`src/rtl/cdc_pulse_arb.sv`:
```
// Round-robin scheduler sharing one source-domain pulse-CDC channel among N requesters.
// Queues one event per requester, issues it, then waits for the acknowledge or a timeout.
module cdc_pulse_arb #(
  parameter int unsigned N       = 4,
  parameter int unsigned IDW     = 2,
  parameter int unsigned TIMEOUT = 64,
  parameter int unsigned GAP     = 2
) (
  input  logic           clk_i,
  input  logic           rst_i,
  input  logic [N-1:0]   req_i,
  output logic [N-1:0]   pend_o,
  output logic [N-1:0]   ovf_o,
  input  logic [N-1:0]   ovf_clr_i,
  output logic           ch_req_o,
  output logic [IDW-1:0] ch_id_o,
  input  logic           ch_done_i,
  output logic [N-1:0]   done_o,
  output logic           tmo_o,
  output logic [7:0]     tmo_cnt_o,
  output logic           busy_o
);

  localparam int unsigned TW = $clog2(TIMEOUT);
  localparam int unsigned GW = $clog2(GAP + 1);

  typedef enum logic [1:0] {StIdle, StIssue, StWait, StGap} state_e;

  state_e         state_q, state_d;
  logic [N-1:0]   pend_q, pend_d, ovf_q, ovf_d, done_q, done_d, grant;
  logic [IDW-1:0] ch_id_q, ch_id_d, last_q, last_d, win_id;
  logic           win_valid, ch_req_q, ch_req_d, tmo_q, tmo_d, busy_q, busy_d;
  logic [7:0]     tmo_cnt_q, tmo_cnt_d;
  logic [TW-1:0]  timer_q, timer_d;
  logic [GW-1:0]  gap_q, gap_d;

  // Round-robin pick: first pending index above last_q, else the lowest pending index.
  always_comb begin
    win_valid = 1'b0;
    win_id    = '0;
    for (int i = 0; i < int'(N); i++) begin
      if (!win_valid && pend_q[i] && (i > int'(last_q))) begin
        win_valid = 1'b1;
        win_id    = IDW'(i);
      end
    end
    for (int i = 0; i < int'(N); i++) begin
      if (!win_valid && pend_q[i]) begin
        win_valid = 1'b1;
        win_id    = IDW'(i);
      end
    end
  end

  always_comb begin
    for (int i = 0; i < int'(N); i++) begin
      grant[i] = (state_q == StIdle) && win_valid && (win_id == IDW'(i));
    end
  end

  always_comb begin
    state_d   = state_q;
    ch_id_d   = ch_id_q;
    last_d    = last_q;
    timer_d   = timer_q;
    gap_d     = gap_q;
    tmo_cnt_d = tmo_cnt_q;
    ch_req_d  = 1'b0;
    done_d    = '0;
    tmo_d     = 1'b0;

    // A req coinciding with its own grant re-arms pend without counting as overflow.
    pend_d = req_i | (pend_q & ~grant);
    ovf_d  = (req_i & pend_q & ~grant) | (ovf_q & ~ovf_clr_i);

    unique case (state_q)
      StIdle: begin
        if (win_valid) begin
          state_d  = StIssue;
          ch_id_d  = win_id;
          last_d   = win_id;
          ch_req_d = 1'b1;
        end
      end
      StIssue: begin
        timer_d = '0;
        state_d = StWait;
      end
      StWait: begin
        if (ch_done_i) begin
          for (int i = 0; i < int'(N); i++) begin
            done_d[i] = (ch_id_q == IDW'(i));
          end
          gap_d   = '0;
          state_d = StGap;
        end else if (timer_q == TW'(TIMEOUT - 1)) begin
          tmo_d     = 1'b1;
          tmo_cnt_d = (tmo_cnt_q == 8'hFF) ? tmo_cnt_q : tmo_cnt_q + 8'd1;
          gap_d     = '0;
          state_d   = StGap;
        end else begin
          timer_d = timer_q + TW'(1);
        end
      end
      StGap: begin
        if (gap_q == GW'(GAP - 1)) begin
          state_d = StIdle;
        end else begin
          gap_d = gap_q + GW'(1);
        end
      end
      default: state_d = StIdle;
    endcase

    busy_d = (state_d != StIdle);
  end

  always_ff @(posedge clk_i) begin
    if (rst_i) begin
      state_q   <= StIdle;
      pend_q    <= '0;
      ovf_q     <= '0;
      done_q    <= '0;
      ch_id_q   <= '0;
      last_q    <= IDW'(N - 1);
      timer_q   <= '0;
      gap_q     <= '0;
      tmo_cnt_q <= '0;
      ch_req_q  <= 1'b0;
      tmo_q     <= 1'b0;
      busy_q    <= 1'b0;
    end else begin
      state_q   <= state_d;
      pend_q    <= pend_d;
      ovf_q     <= ovf_d;
      done_q    <= done_d;
      ch_id_q   <= ch_id_d;
      last_q    <= last_d;
      timer_q   <= timer_d;
      gap_q     <= gap_d;
      tmo_cnt_q <= tmo_cnt_d;
      ch_req_q  <= ch_req_d;
      tmo_q     <= tmo_d;
      busy_q    <= busy_d;
    end
  end

  assign pend_o    = pend_q;
  assign ovf_o     = ovf_q;
  assign ch_req_o  = ch_req_q;
  assign ch_id_o   = ch_id_q;
  assign done_o    = done_q;
  assign tmo_o     = tmo_q;
  assign tmo_cnt_o = tmo_cnt_q;
  assign busy_o    = busy_q;

endmodule
```
`config.mk`:
```
export PLATFORM = sky130hd
export DESIGN_NAME = cdc_pulse_arb
export DESIGN_NICKNAME = d
export VERILOG_FILES = /design/src/rtl/cdc_pulse_arb.sv
export SDC_FILE = /design/constraint.sdc
export NUM_CORES = 1
export LEC_CHECK = 0
export CAP_MARGIN = 20
export CELL_PAD_IN_SITES_DETAIL_PLACEMENT = 2
export CELL_PAD_IN_SITES_GLOBAL_PLACEMENT = 2
export CORE_AREA = 4 4 83 85
export CTS_CLUSTER_DIAMETER = 60
export DETAILED_ROUTE_END_ITERATION = 10
export DIE_AREA = 0 0 87 89
export PLACE_DENSITY = 0.87
export SYNTH_ARGS = -nofsm -noshare
export SYNTH_HDL_FRONTEND = slang
export SYNTH_SLANG_ARGS = --single-unit
```
`constraint.sdc`:
```
create_clock -name clk_i -period 1.75 [get_ports clk_i]
set_clock_uncertainty 0.1 [all_clocks]
set_input_delay 0.175 -clock clk_i [delete_from_list [all_inputs] [get_ports clk_i]]
set_output_delay 0.175 -clock clk_i [all_outputs]
set_load 0.02 [all_outputs]
```
==> summary.md, run 1 <==
| Metric | Value |
|---|---|
| Area of the multi-input gates | 0.00105 mm2 |
| Post-cts hold buffer count | 0 |
| H-Tree Depth | 2 |
| Async SR Flop Fraction | 0% |
| Crit path DAT | 1.79 ns |
| Clk buf depth | 2 |
| Primary FF master, synth | dfxtp_1 |
| GRT overflow | 0 |
| Finished Layout Cells | 353 |
| Post-Place Cells | 345 |
| Syn avg cell area | 8.87 um2 |
| DR WL/cell | 18.5 um |
| Normalized max-slew margin | 71.6% |
| Clk sinks | 37 |
| First-pass GRT wire length | 10300 um |
| Leak Pwr | 1.01 nW |
| Vias | 1877 |
| Gate Count Post-Synth | 202 |
| PD cells | 873 mW/mm2 |
| Die extent in x | 87 um |
| Cell row count | 29 |
| Largest fanout on the critical path | 5 |
| Slew Limit Fails | 0 |
| Initial DRC count | 28 |
| Crit start category | register |
| Clk_lat worst skew | 0.29 ns |
| Combinational share of power | 25.8% |
| Ant. Diodes | 0 |
| Max-Cap Viols | 0 |
| NumNets Final | 289 |
| Num CTS Buffers | 5 |
| Final Hold Fails | 0 |
| Clk slew on worst S/H paths | 0.09 ns |
| Yosys warning count | 0 |
| Final period util | 97.3% |
| Die Y-Extent | 89 um |
| Cell Int Power | 0.00162 W |
| Sw Share | 31.0% |
| Vias per inst | 5.32 |
| Clock power share | 32.8% |
| Core area | 0.00620 mm2 |
| Setup-failing EPs final | 0 |
| Largest net degree at the start of global routing | 14 |
| WS Path Type | reg2reg |
| Final instance area | 0.00269 mm2 |
| Syn nets | 216 |
| CP endpoint kind | register |
| DRT Wirelength | 6530 um |
| Worst slew pin tran | 0.424 ns |
| Sequential share of power | 41.5% |
| Net Sw Power | 0.000728 W |
| Run status | complete, no violations |
| CTS tree | done |
| Fin crit period | 1.70 ns |
| Layout area overhead | 50.1% |
| Fraction of final layout cells sized beyond drive strength 1 | 29.3% |
| Setup_tns | 0 ns |
| Routability cong. | 0.880 |
| I/O pin cnt | 36 |
| Pre-Repair DR Iteration Count | 6 |
| Sequential cell area | 753 um2 |
| Synthesized area | 0.00179 mm2 |
| Postcts setup bufs | 0 |
| Initial Util | 28.9% |
| Die Area | 0.00774 mm2 |
| Synthesized flop and latch total | 37 |
| Number of global-route vias before repair | 2056 |
| IO Port Bufs | 35 |
| Worst EP required | 1.84 ns |
| Number of fill cells | 685 |
| Pwr Total | 0.00235 W |
| Post-route ant nets | 0 |
| Worst hold path class | in2reg |
| Placed inst area | 0.00247 mm2 |
| Gr usage total | 17.2% |
| Worst vdd ir | 0.413 mV |
| EDFF count, synth | 0 |
| Sequential share of the synthesized area | 41.3% |
| Initial antenna violation count | 0 |
| Root Driver | clkbuf_8 |
| Synth unique cells | 54 |
| Drt drc | 0 |
| HPWL after DPL | 4870 um |
| Fmax | 587 MHz |
-- power by group through the flow --
stage | Clock (W) | Combinational (W) | Sequential, W
detailed placement | 0 | 0.000563 | 0.000981
CTS | 0.000791 | 0.000577 | 0.000967
global placement | 0 | 0.000533 | 0.000974
global route | 0.000833 | 0.000650 | 0.000983
finish | 0.000769 | 0.000605 | 0.000974
floorplan | 0 | 0.000246 | 0.00100
-- registers in the layout, summed over array words and instances, names as in the netlist --
name / count
tmo_cnt_o: 8
timer_q: 6
done_o: 4
ovf_o: 4
pend_o: 4
ch_id_o: 2
gap_q: 2
last_q: 2
state_q: 2
busy_o: 1
ch_req_o: 1
tmo_o: 1
-- metal layers --
layer  routed length (um)  part of all wire [%]  track usage [%]
met5                    0                     0                0
met4                  161                   2.5             5.52
met3                  236                   3.6             3.23
met2                 3520                    54             33.5
met1                 2610                    40             18.5
-- cell usage in the layout, fill, tap and decap left out, types with 3 or more instances in the layout --
cell type	synthesis	layout
a21oi_1	19	17
inv_1	7	7
clkdlybuf4s50_1	0	32
o31ai_1	4	3
mux2i_1	3	3
o21ai_0	7	6
dfxtp_2	0	10
nor2b_1	4	3
a211oi_1	5	3
o41ai_1	6	5
nand2b_1	7	7
nor3_1	4	3
nand2_1	17	17
or3_1	6	6
nor2_1	17	17
buf_4	0	40
nand3_1	7	7
clkbuf_8	2	5
dfxtp_1	37	27
-- synthesized netlist by cell type (all sizes together), types with 2 or more instances --
cell type,count,area share (%)
dfxtp,37,41
a21oi,19,5.3
nand2,17,3.6
nor2,17,3.6
nand3,8,2.5
inv,7,1.5
nand2b,7,2.4
o21ai,7,2.0
or3,7,2.5
clkbuf,6,2.4
o41ai,6,2.9
a211oi,5,2.1
nor2b,4,1.4
nor3,4,1.1
o31ai,4,1.7
buf,3,1.5
ha,3,2.1
mux2i,3,1.7
nor3b,3,1.9
and4,2,1.1
nand4,2,0.70
nand4b,2,0.98
nor4,2,1.0
nor4b,2,0.98
o21a,2,0.84
or2,2,0.70
or3b,2,0.98
or4,2,0.84
-- timing repair --
action                                  4_1_cts  5_1_grt
resized for setup                             8       23
endpoints found under the setup margin        5       20
pin swaps                                     0        3
-- critical path, cell delays in order, from the launching register on --
cell,delay [ns]
dfxtp_2,0.36
or2_1,0.30
a311oi_4,0.40
nand2b_1,0.18
o221a_2,0.27
-- stage by stage --
step | hold WS [ns] | util, % | worst slack, ns
2_1_floorplan | 0.204 | - | 0.0380
6_report | 0.337 | 43.4 | 0.0466
5_1_grt | 0.367 | 43.4 | -0.0776
4_1_cts | 0.347 | 42.1 | 0.000437
3_3_place_gp | 0.345 | 39.8 | -0.160
3_5_place_dp | 0.360 | 39.8 | -0.306
-- final timing paths --
check                            endpoint  depth (start not counted)       from  slack (ns)
worst max-delay path            pend_o[3]                          4  pend_o[1]        0.05
worst min-delay path            pend_o[0]                          3   req_i[0]        0.34
worst max register to register  pend_o[3]                          4  pend_o[1]        0.05
worst min register to register   ovf_o[0]                          2   ovf_o[0]        0.37
-- layout make-up --
| type | count | area share (%) |
|---|---|---|
| clock buffers | 5 | 2.56 |
| clock inverters | 3 | 1.72 |
| inverters | 7 | 0.977 |
| multi-input cells | 149 | 39.0 |
| flip-flops and latches | 37 | 28.0 |
| well taps | 77 | 3.58 |
| repair buffers | 75 | 24.2 |
-- logic make-up after synthesis --
| kind of cell | Yosys count | share of synthesized area, % |
|---|---|---|
| DFF | 37 | 41.3 |
| adders and majority gates | 3 | 2.10 |
| muxes | 3 | 1.68 |
| and+or+nand+nor | 88 | 28.6 |
| xor gates and xnor gates | 1 | 0.489 |
| AOI/OAI and AO/OA | 54 | 20.5 |
| buffers and inverters | 16 | 5.38 |
Power figures use the tool's default switching activity.
==> run 2: changes to the inputs <==
CORE_AREA = 2 2 81 83   (was 4 4 83 85)
DIE_AREA = 0 0 83 85   (was 0 0 87 89)
==> run 2 against run 1 <==
Compared with the run above: first-iteration DRC count rose to 2.6 times the previous value; register-to-register slack worse by 0.02 ns; fmax down 1.2%; critical path type unchanged; sequential power about the same; sequential share of layout area down 0.24 points; via count up 0.75%; hold slack worse by 0.012 ns; count of clock-buffer cells in the layout unchanged; setup slack worse by 0.021 ns; clock power up 2.7%; total power up 0.62%.
==> summary.md, run 2 (synthesized netlist as in run 1, its figures left out) <==
| Metric | Value |
|---|---|
| HPWL after DPL | 4700 um (was 4870 um) |
| Post-Place Cells | 346 (was 345) |
| Sw Share | 31.3% (was 31.0%) |
| CP max stage cell | dfxtp_2 (was a311oi_4) |
| CTS tree | done (unchanged) |
| Pre-Repair DR Iteration Count | 4 (was 6) |
| Fraction of final layout cells sized beyond drive strength 1 | 27.7% (was 29.3%) |
| I/O pin cnt | 36 (unchanged) |
| Final Worst Setup Slack | 0.0254 ns (was 0.0466 ns) |
| Ant. Diodes | 0 (unchanged) |
| CP Cell Sequence | buf_4 > nor2b_1 > nor4b_2 > or3_1 > o221a_2 (was or2_1 > a311oi_4 > nand2b_1 > o221a_2) |
| Commonest non-fill, non-tap cells in the layout | buf_4, dfxtp_1, clkdlybuf4s50_1 (was buf_4, clkdlybuf4s50_1, dfxtp_1) |
| First-pass GRT wire length | 11000 um (was 10300 um) |
| Routability cong. | 0.857 (was 0.880) |
| Die extent in x | 83 um (was 87 um) |
| Worst EP required | 1.85 ns (was 1.84 ns) |
| Sequential share of power | 41.3% (was 41.5%) |
| WHS Path Cells | 4 (was 3) |
| WS Path Type | reg2reg (unchanged) |
| Gr usage total | 19.2% (was 17.2%) |
| Initial antenna violation count | 0 (unchanged) |
| Worst path max stage delay | 0.38 ns (was 0.40 ns) |
| Setup-failing EPs final | 0 (unchanged) |
| Pwr Total | 0.00236 W (was 0.00235 W) |
| GRT overflow | 0 (unchanged) |
| Placement Setup Slack | -0.295 ns (was -0.306 ns) |
| Clk_lat worst skew | 0.30 ns (was 0.29 ns) |
| Fmax | 580 MHz (was 587 MHz) |
| Num CTS Buffers | 5 (unchanged) |
| Number of global-route vias before repair | 2117 (was 2056) |
| IO Port Bufs | 35 (unchanged) |
| Cell row count | 29 (unchanged) |
| Max-Cap Viols | 0 (unchanged) |
| Max reg flops | 8 (unchanged) |
| Post-route ant nets | 0 (unchanged) |
| Final period util | 98.5% (was 97.3%) |
| WHS | 0.325 ns (was 0.337 ns) |
| Combinational share of power | 25.3% (was 25.8%) |
| Post-cts hold buffer count | 0 (unchanged) |
| Leak Pwr | 1.04 nW (was 1.01 nW) |
| Initial DRC count | 73 (was 28) |
| Worst hold path class | in2reg (unchanged) |
| Largest net degree at the start of global routing | 20 (was 14) |
| Worst vdd ir | 0.374 mV (was 0.413 mV) |
| H-Tree Depth | 2 (unchanged) |
| Die Y-Extent | 85 um (was 89 um) |
| Normalized max-slew margin | 69.3% (was 71.6%) |
| Reg2reg path depth | 5 (was 4) |
| Net Sw Power | 0.000740 W (was 0.000728 W) |
| Finished Layout Cells | 355 (was 353) |
| Run status | complete, no violations (unchanged) |
| Vias per inst | 5.33 (was 5.32) |
| DR WL/cell | 19.2 um (was 18.5 um) |
| Final Hold Fails | 0 (unchanged) |
| Largest fanout on the critical path | 6 (was 5) |
| Die Area | 0.00706 mm2 (was 0.00774 mm2) |
| Worst slew pin tran | 0.460 ns (was 0.424 ns) |
| Layout area overhead | 50.7% (was 50.1%) |
| Vias | 1891 (was 1877) |
| Root Driver | clkbuf_8 (unchanged) |
| Clk sinks | 37 (unchanged) |
| DRT Wirelength | 6830 um (was 6530 um) |
| Clock power share | 33.4% (was 32.8%) |
| Cell Int Power | 0.00162 W (about the same) |
| Initial Util | 28.9% (unchanged) |
| Slew Limit Fails | 0 (unchanged) |
| Crit start category | register (unchanged) |
| Clk buf depth | 2 (unchanged) |
| CP endpoint kind | register (unchanged) |
| Most common cell after layout, fill and taps aside | buf_4 (unchanged) |
| PD cells | 875 mW/mm2 (was 873 mW/mm2) |
| Clk slew on worst S/H paths | 0.09 ns (about the same) |
| Fin crit period | 1.72 ns (was 1.70 ns) |
| Drt drc | 0 (unchanged) |
| Crit path DAT | 1.83 ns (was 1.79 ns) |
| NumNets Final | 291 (was 289) |
| Final core utilization | 43.5% (was 43.4%) |
| Core area | 0.00620 mm2 (unchanged) |
## run 2: changes by cell type in the layout (fill, tap and decap cells not counted), moves of 2 or more
cell / delta
a21oi_2: -2
dfxtp_1: +5
buf_4: +2
clkdlybuf4s50_1: -2
dlymetal6s2s_1: +2
dfxtp_2: -6
## run 2: per-stage QoR
| stage | TNS [ns] | cell area (um2) |
|---|---|---|
| 2_1_floorplan | 0 | 1790 |
| 3_3_place_gp | -1.28 | 2480 |
| 3_5_place_dp | -3.11 | 2480 |
| 4_1_cts | -0.00951 | 2600 |
| 5_1_grt | -0.0795 | 2700 |
| 6_report | 0 | 2700 |
## run 2: power by group through the flow
stage,clock network [W],logic [W],registers [W]
final,0.000790,0.000597,0.000975
after global routing,0.000832,0.000641,0.000987
after CTS,0.000801,0.000579,0.000966
after detailed placement,0,0.000565,0.000980
after global placement,0,0.000540,0.000976
after floorplan,0,0.000246,0.00100
## run 2: critical path: cells and delay by family (launching register included)
| family | cells | cell delay [ns] |
|---|---|---|
| simple gates | 3 | 0.75 |
| compound gates | 1 | 0.23 |
| flops | 1 | 0.38 |
| buf+inv | 1 | 0.17 |
## run 2: layer usage
metal / global-route usage [%] / part of all wire [%] / vias up
met5: 0 / 0 / -
met4: 5.66 / 1.4 / 0
met3: 3.70 / 3.1 / 9
met2: 37.0 / 55 / 45
met1: 21.4 / 41 / 941
li1: - / - / 896
## run 2: path summary, 6_finish.rpt
check	from	to	slack, ns
setup / recovery	pend_o[1]	pend_o[3]	0.03
setup reg to reg	pend_o[1]	pend_o[3]	0.03
hold / removal	ch_done_i	tmo_cnt_o[5]	0.33
hold reg to reg	ovf_o[0]	ovf_o[0]	0.35
## run 2: what timing repair did
| item | CTS | global route |
|---|---|---|
| setup endpoints to repair | 7 | 23 |
| buffers inserted | 0 | 1 |
| resized for setup | 5 | 23 |
| pin swaps | 0 | 5 |
## run 2: area by class of cell
type | instances | area [um2]
Inverter | 7 | 26.3
Timing Repair Buffer | 77 | 671
Clock inverter | 3 | 46.3
Tap cell | 77 | 96.3
Fill cell | 660 | 3500
Multi-Input combinational cell | 149 | 1040
Sequential cell | 37 | 749
Clock buffer | 5 | 68.8
